<file path="config.mk">
export PLATFORM = sky130hd
export DESIGN_NAME = sram_arbiter
export DESIGN_NICKNAME = d
export VERILOG_FILES = /design/src/rtl/sram_arbiter.sv
export SDC_FILE = /design/constraint.sdc
export NUM_CORES = 1
export LEC_CHECK = 0
export ABC_AREA = 1
export BUFFER_PORTS_ARGS = -buffer_cell sky130_fd_sc_hd__buf_2
export CAP_MARGIN = 20
export CORE_MARGIN = 1.5
export CORE_UTILIZATION = 45
export DETAILED_ROUTE_END_ITERATION = 10
export PLACE_DENSITY = 0.78
export SLEW_MARGIN = 10
export SYNTH_ARGS = -nofsm -noshare
export SYNTH_HDL_FRONTEND = slang
export SYNTH_SLANG_ARGS = --single-unit
</file>
<file path="constraint.sdc">
create_clock -name clk -period 2.1 [get_ports clk]
set_input_delay 0.105 -clock clk [delete_from_list [all_inputs] [get_ports clk]]
set_output_delay 0.105 -clock clk [all_outputs]
set_load 0.02 [all_outputs]
</file>
<file path="src/rtl/sram_arbiter.sv">
// sram_arbiter: two-client req/gnt arbiter and one-access-at-a-time sequencer for a
// single-port SRAM with a fixed read latency.
// Build option: define SRAM_ARB_RR_EN for round-robin arbitration; otherwise client 0
// wins every tie (fixed priority).
module sram_arbiter #(
  parameter int unsigned AW     = 3,
  parameter int unsigned DW     = 8,
  parameter int unsigned RD_LAT = 1
) (
  input  logic          clk,
  input  logic          rst,
  input  logic          req0,
  input  logic          req1,
  input  logic          we0,
  input  logic          we1,
  input  logic [AW-1:0] addr0,
  input  logic [AW-1:0] addr1,
  input  logic [DW-1:0] wdata0,
  input  logic [DW-1:0] wdata1,
  output logic          gnt0,
  output logic          gnt1,
  output logic          ack0,
  output logic          ack1,
  output logic [DW-1:0] rdata,
  output logic          busy,
  output logic          sram_wr,
  output logic          sram_rd,
  output logic [AW-1:0] sram_addr,
  output logic [DW-1:0] sram_din,
  input  logic [DW-1:0] sram_dout
);

  typedef enum logic [1:0] {StIdle, StIssue, StRwait, StDone} state_e;

  // Counter starts at RD_LAT-1 so RWAIT lasts exactly RD_LAT cycles.
  localparam logic [1:0] CntInit = 2'(RD_LAT - 1);

  state_e        state_q, state_d;
  logic          we_q;
  logic          id_q;
  logic [AW-1:0] addr_q;
  logic [DW-1:0] wdata_q;
  logic [DW-1:0] rdata_q;
  logic [1:0]    cnt_q;
  logic          win;
  logic          take;

`ifdef SRAM_ARB_RR_EN
  logic ptr_q;

  // Tie goes to the client the pointer names; otherwise the lone requester wins.
  always_comb begin
    win = (req0 && req1) ? ptr_q : !req0;
  end

  // Pointer moves past the client just served, once its transaction completes.
  always_ff @(posedge clk or posedge rst) begin
    if (rst) begin
      ptr_q <= 1'b0;
    end else if (state_q == StDone) begin
      ptr_q <= ~id_q;
    end
  end
`else
  // Fixed priority: client 1 wins only when req0 is low.
  always_comb begin
    win = !req0;
  end
`endif

  // A grant happens in IDLE whenever anyone asks; gated by rst so reset holds gnt low.
  always_comb begin
    take = (state_q == StIdle) && (req0 || req1) && !rst;
  end

  // Next-state logic.
  always_comb begin
    state_d = state_q;
    case (state_q)
      StIdle:  if (take) state_d = StIssue;
      StIssue: state_d = we_q ? StDone : StRwait;
      StRwait: if (cnt_q == 2'd0) state_d = StDone;
      StDone:  state_d = StIdle;
      default: state_d = StIdle;
    endcase
  end

  // State, latched command, wait counter and read data.
  always_ff @(posedge clk or posedge rst) begin
    if (rst) begin
      state_q <= StIdle;
      we_q    <= 1'b0;
      id_q    <= 1'b0;
      addr_q  <= '0;
      wdata_q <= '0;
      rdata_q <= '0;
      cnt_q   <= 2'd0;
    end else begin
      state_q <= state_d;
      if (take) begin
        we_q    <= win ? we1 : we0;
        id_q    <= win;
        addr_q  <= win ? addr1 : addr0;
        wdata_q <= win ? wdata1 : wdata0;
      end
      if (state_q == StIssue && !we_q) begin
        cnt_q <= CntInit;
      end else if (state_q == StRwait) begin
        cnt_q <= cnt_q - 2'd1;
      end
      if (state_q == StRwait && cnt_q == 2'd0) begin
        rdata_q <= sram_dout;
      end
    end
  end

  // Outputs decoded from state; the strobes fall as soon as reset forces IDLE.
  always_comb begin
    gnt0      = take && !win;
    gnt1      = take && win;
    ack0      = (state_q == StDone) && !id_q;
    ack1      = (state_q == StDone) && id_q;
    busy      = (state_q != StIdle);
    sram_wr   = (state_q == StIssue) && we_q;
    sram_rd   = (state_q == StIssue) && !we_q;
    sram_addr = addr_q;
    sram_din  = wdata_q;
    rdata     = rdata_q;
  end

endmodule

</file>
==> reports/metrics.csv <==
stage;metric;value;unit
routing;wl;2590;um
clock_network;root_buffer;clkbuf_4;
sta;hold_violations;0;
worst_hold_path;hold_path_class;in -> reg;
sta;rsz0062_at_grt;false;
global_route;grt_pass1_vias;1075;
global_route;grt_first_pass_wirelength;4490;um
final_layout;antenna_cells;0;
setup_path;crit_arrival;1.77;ns
setup_path;start_kind;flip-flop;
power;swShare;0.441;
placement;io_buffers;61;
power;sequentialPowerShare;0.380;
yosys;dominantRegCellSynth;dfrtp_1;
final_layout;area_growth;28.1;%
floorplanning;core;2760;um2
setup_path;worstPathCellList;inv_1 > ha_1 > nand2_1 > nor2_4 > nand2_1 > inv_1 > buf_2;
final_layout;num-fill-cells;244;
final_layout;drive_gt1_frac;0.362;
floorplanning;dieArea;3220;um2
yosys;yosysTopAreaCell;dfrtp_1;
clock_network;cts_sinks;25;
floorplanning;die_h;56.8;um
clock_network;cts_resized;0;
sta;worst_slew_pin_slew;0.308;ns
routing;drc;0;
clock_network;clk-insertion-delay-late;0.31;ns
yosys;yosysTopAreaCellShare;0.481;
routing;drt-initial-drc-count;28;
yosys;synthTopCellsByCount;nand2_1, dfrtp_1, inv_1;
clock_network;cts_buffer_depth;2;
setup_path;end_kind;output port;
yosys;ys_types;18;
global_route;antenna_found_initial;0;
routing;wire_per_inst;10.3;um
yosys;synth_area_leaders;dfrtp_1, nand2_1, mux2_2;
setup_path;rr_startpoint;state_q[0];
setup_path;crit_start;state_q[0];
power;ir_drop;0.00102;V
global_route;grt_max_degree;26;
floorplanning;num_io_pins;62;
floorplanning;rows;19;
yosys;yosysSeqAreaShare;0.481;
sta;fin_tns_setup;0;ns
sta;clock_skew;0.00592;ns
yosys;synth_most_common_cell;nand2_1;
yosys;synthCells;158;
clock_network;cts_tree;done;
worst_hold_path;hold_path_startpoint;sram_dout[0];
clock_network;h-tree-depth;1;
global_route;track_usage;0.175;
setup_path;cp_slowest_cell;dfrtp_1;
setup_path;crit_type;reg -> out;
routing;vias;1176;
floorplanning;fp.dieW;56.8;um
clock_network;cts_setup_buffers;0;
setup_path;critPathRequiredTime;2.00;ns
sta;report.final.slew_viol_count;0;
routing;final_antenna_net_count;0;
yosys;ys_seq_elements;25;
setup_path;critical_path_buf_inv_count;3;
routing;viasPerCell;4.67;
power;combPwrFrac;0.526;
power;power_frac_clock;0.095;
placement;dp_hpwl;2060;um
sta;max_freq;0.534;GHz
yosys;synthesis.area;1300;um2
setup_path;cp_top_family;simple AND/OR/NAND/NOR gates;
power;internal_power;1.24;mW
setup_path;max_stage_delay;0.45;ns
global_route;grt_remaining_overflow;0;
clock_network;cts_inserted_buffers;3;
sta;maxSlewHeadroom;0.794;
power;p_leak;1.00;nW
yosys;synth_edf_count;0;
sta;fin_crit_sh;0.892;
yosys;avgSynthCellArea;8.24;um2
yosys;synth_nets;200;
clock_network;path_clk_slew;0.13;ns
power;finalPower;2.21;mW
yosys;async_reset_ff_frac;1.00;
routing;dr.pass1.iters;4;
floorplanning;initial_core_util;0.472;
sta;setup_viol;0;
setup_path;crit_path_max_fanout;14;
run;max-cap-violations;0;
status;status;finished, final reports clean;
power;p_switching;977;uW
yosys;yosys_warnings;0;
power;power_density;1330;nW/um2
sta;min_period;1.87;ns
placement;gp_congestion;0.812;
final_layout;nets;264;
## timing repair
item,4_1_cts,5_1_grt
hold buffers,1,0
endpoints found under the setup margin,0,0
endpoints found under the hold margin,25,0
## registers in the layout, indices dropped and copies added (netlist names)
signal,flops
rdata,8
we_q,1
id_q,1
state_q,2
sram_din,8
sram_addr,3
cnt_q,2
## kinds of logic after synthesis
family / share of synthesized area
and+or+nand+nor: 0.257
DFF: 0.481
buffers and inverters: 0.0673
AOI/OAI and AO/OA: 0.0615
muxes: 0.0692
adders and majority gates: 0.0577
xor gates and xnor gates: 0.00673
## layout by cell type (no fill, tap or decap)
cell type / instances
nand2_1: 72
buf_2: 61
dfrtp_1: 25
inv_1: 13
o21ai_0: 12
mux2_2: 8
ha_1: 6
nor2_1: 4
nand3_1: 4
clkbuf_4: 3
nor2_4: 2
inv_2: 2
buf_4: 2
a211oi_1: 1
nand2_2: 1
o21ai_1: 1
o21bai_1: 1
xnor2_1: 1
clkinv_2: 1
dlygate4sd3_1: 1
## per-stage QoR
step | setup WS (ns) | instance area [um2] | std cells | hold WS [ns] | utilization
final | 0.227 | 1670 | 252 | 0.0156 | 0.604
after global routing | 0.0429 | 1670 | 252 | 0.00243 | 0.604
after CTS | 0.202 | 1670 | 252 | 0.00560 | 0.604
after detailed placement | 0.587 | 1630 | 247 | 0.200 | 0.591
after global placement | 0.618 | 1630 | 247 | 0.199 | 0.591
after floorplan | 0.708 | 1300 | 158 | -0.00566 | -
## worst register-to-register path, delay by kind of cell, from the launching register on
kind	cells	cell delay [ns]
fa+ha+maj	1	0.28
buf+inv	1	0.11
flops	1	0.43
mux	1	0.36
simple gates	1	0.20
## power by group through the flow
stage	Clock [mW]	Combinational, mW	Sequential (mW)
global route	0.240	1.31	0.873
floorplan	0	0.597	1.06
global placement	0	1.13	0.852
detailed placement	0	1.18	0.850
CTS	0.221	1.18	0.843
finish	0.209	1.16	0.840
## path summary, 6_finish.rpt
kind,to,slack (ns),depth (start not counted)
max,gnt1,0.23,7
min,rdata[0],0.02,2
max reg2reg,rdata[7],0.60,4
min reg2reg,sram_din[0],0.51,2
max in group asynchronous,cnt_q[1],1.48,4
min in group asynchronous,sram_din[2],0.38,4
## final cells by class
cell class | count | area (um2) | share of cell area
sequential | 25 | 626 | 0.375
multi-input combinational | 113 | 588 | 0.353
clock inverter | 1 | 5.00 | 0.00300
clock buffer | 3 | 22.5 | 0.0135
timing repair buffer | 64 | 330 | 0.198
tap | 31 | 38.8 | 0.0233
inverter | 15 | 56.3 | 0.0338
## routing by layer
metal,global-route usage,routed length (um),vias to the layer above
met1,0.231,1190,504
met3,0.0507,234,2
li1,-,-,613
met4,0.0399,23,0
met2,0.286,1140,57
met5,0,0,-
No activity file was read; power rests on OpenSTA's default activity.
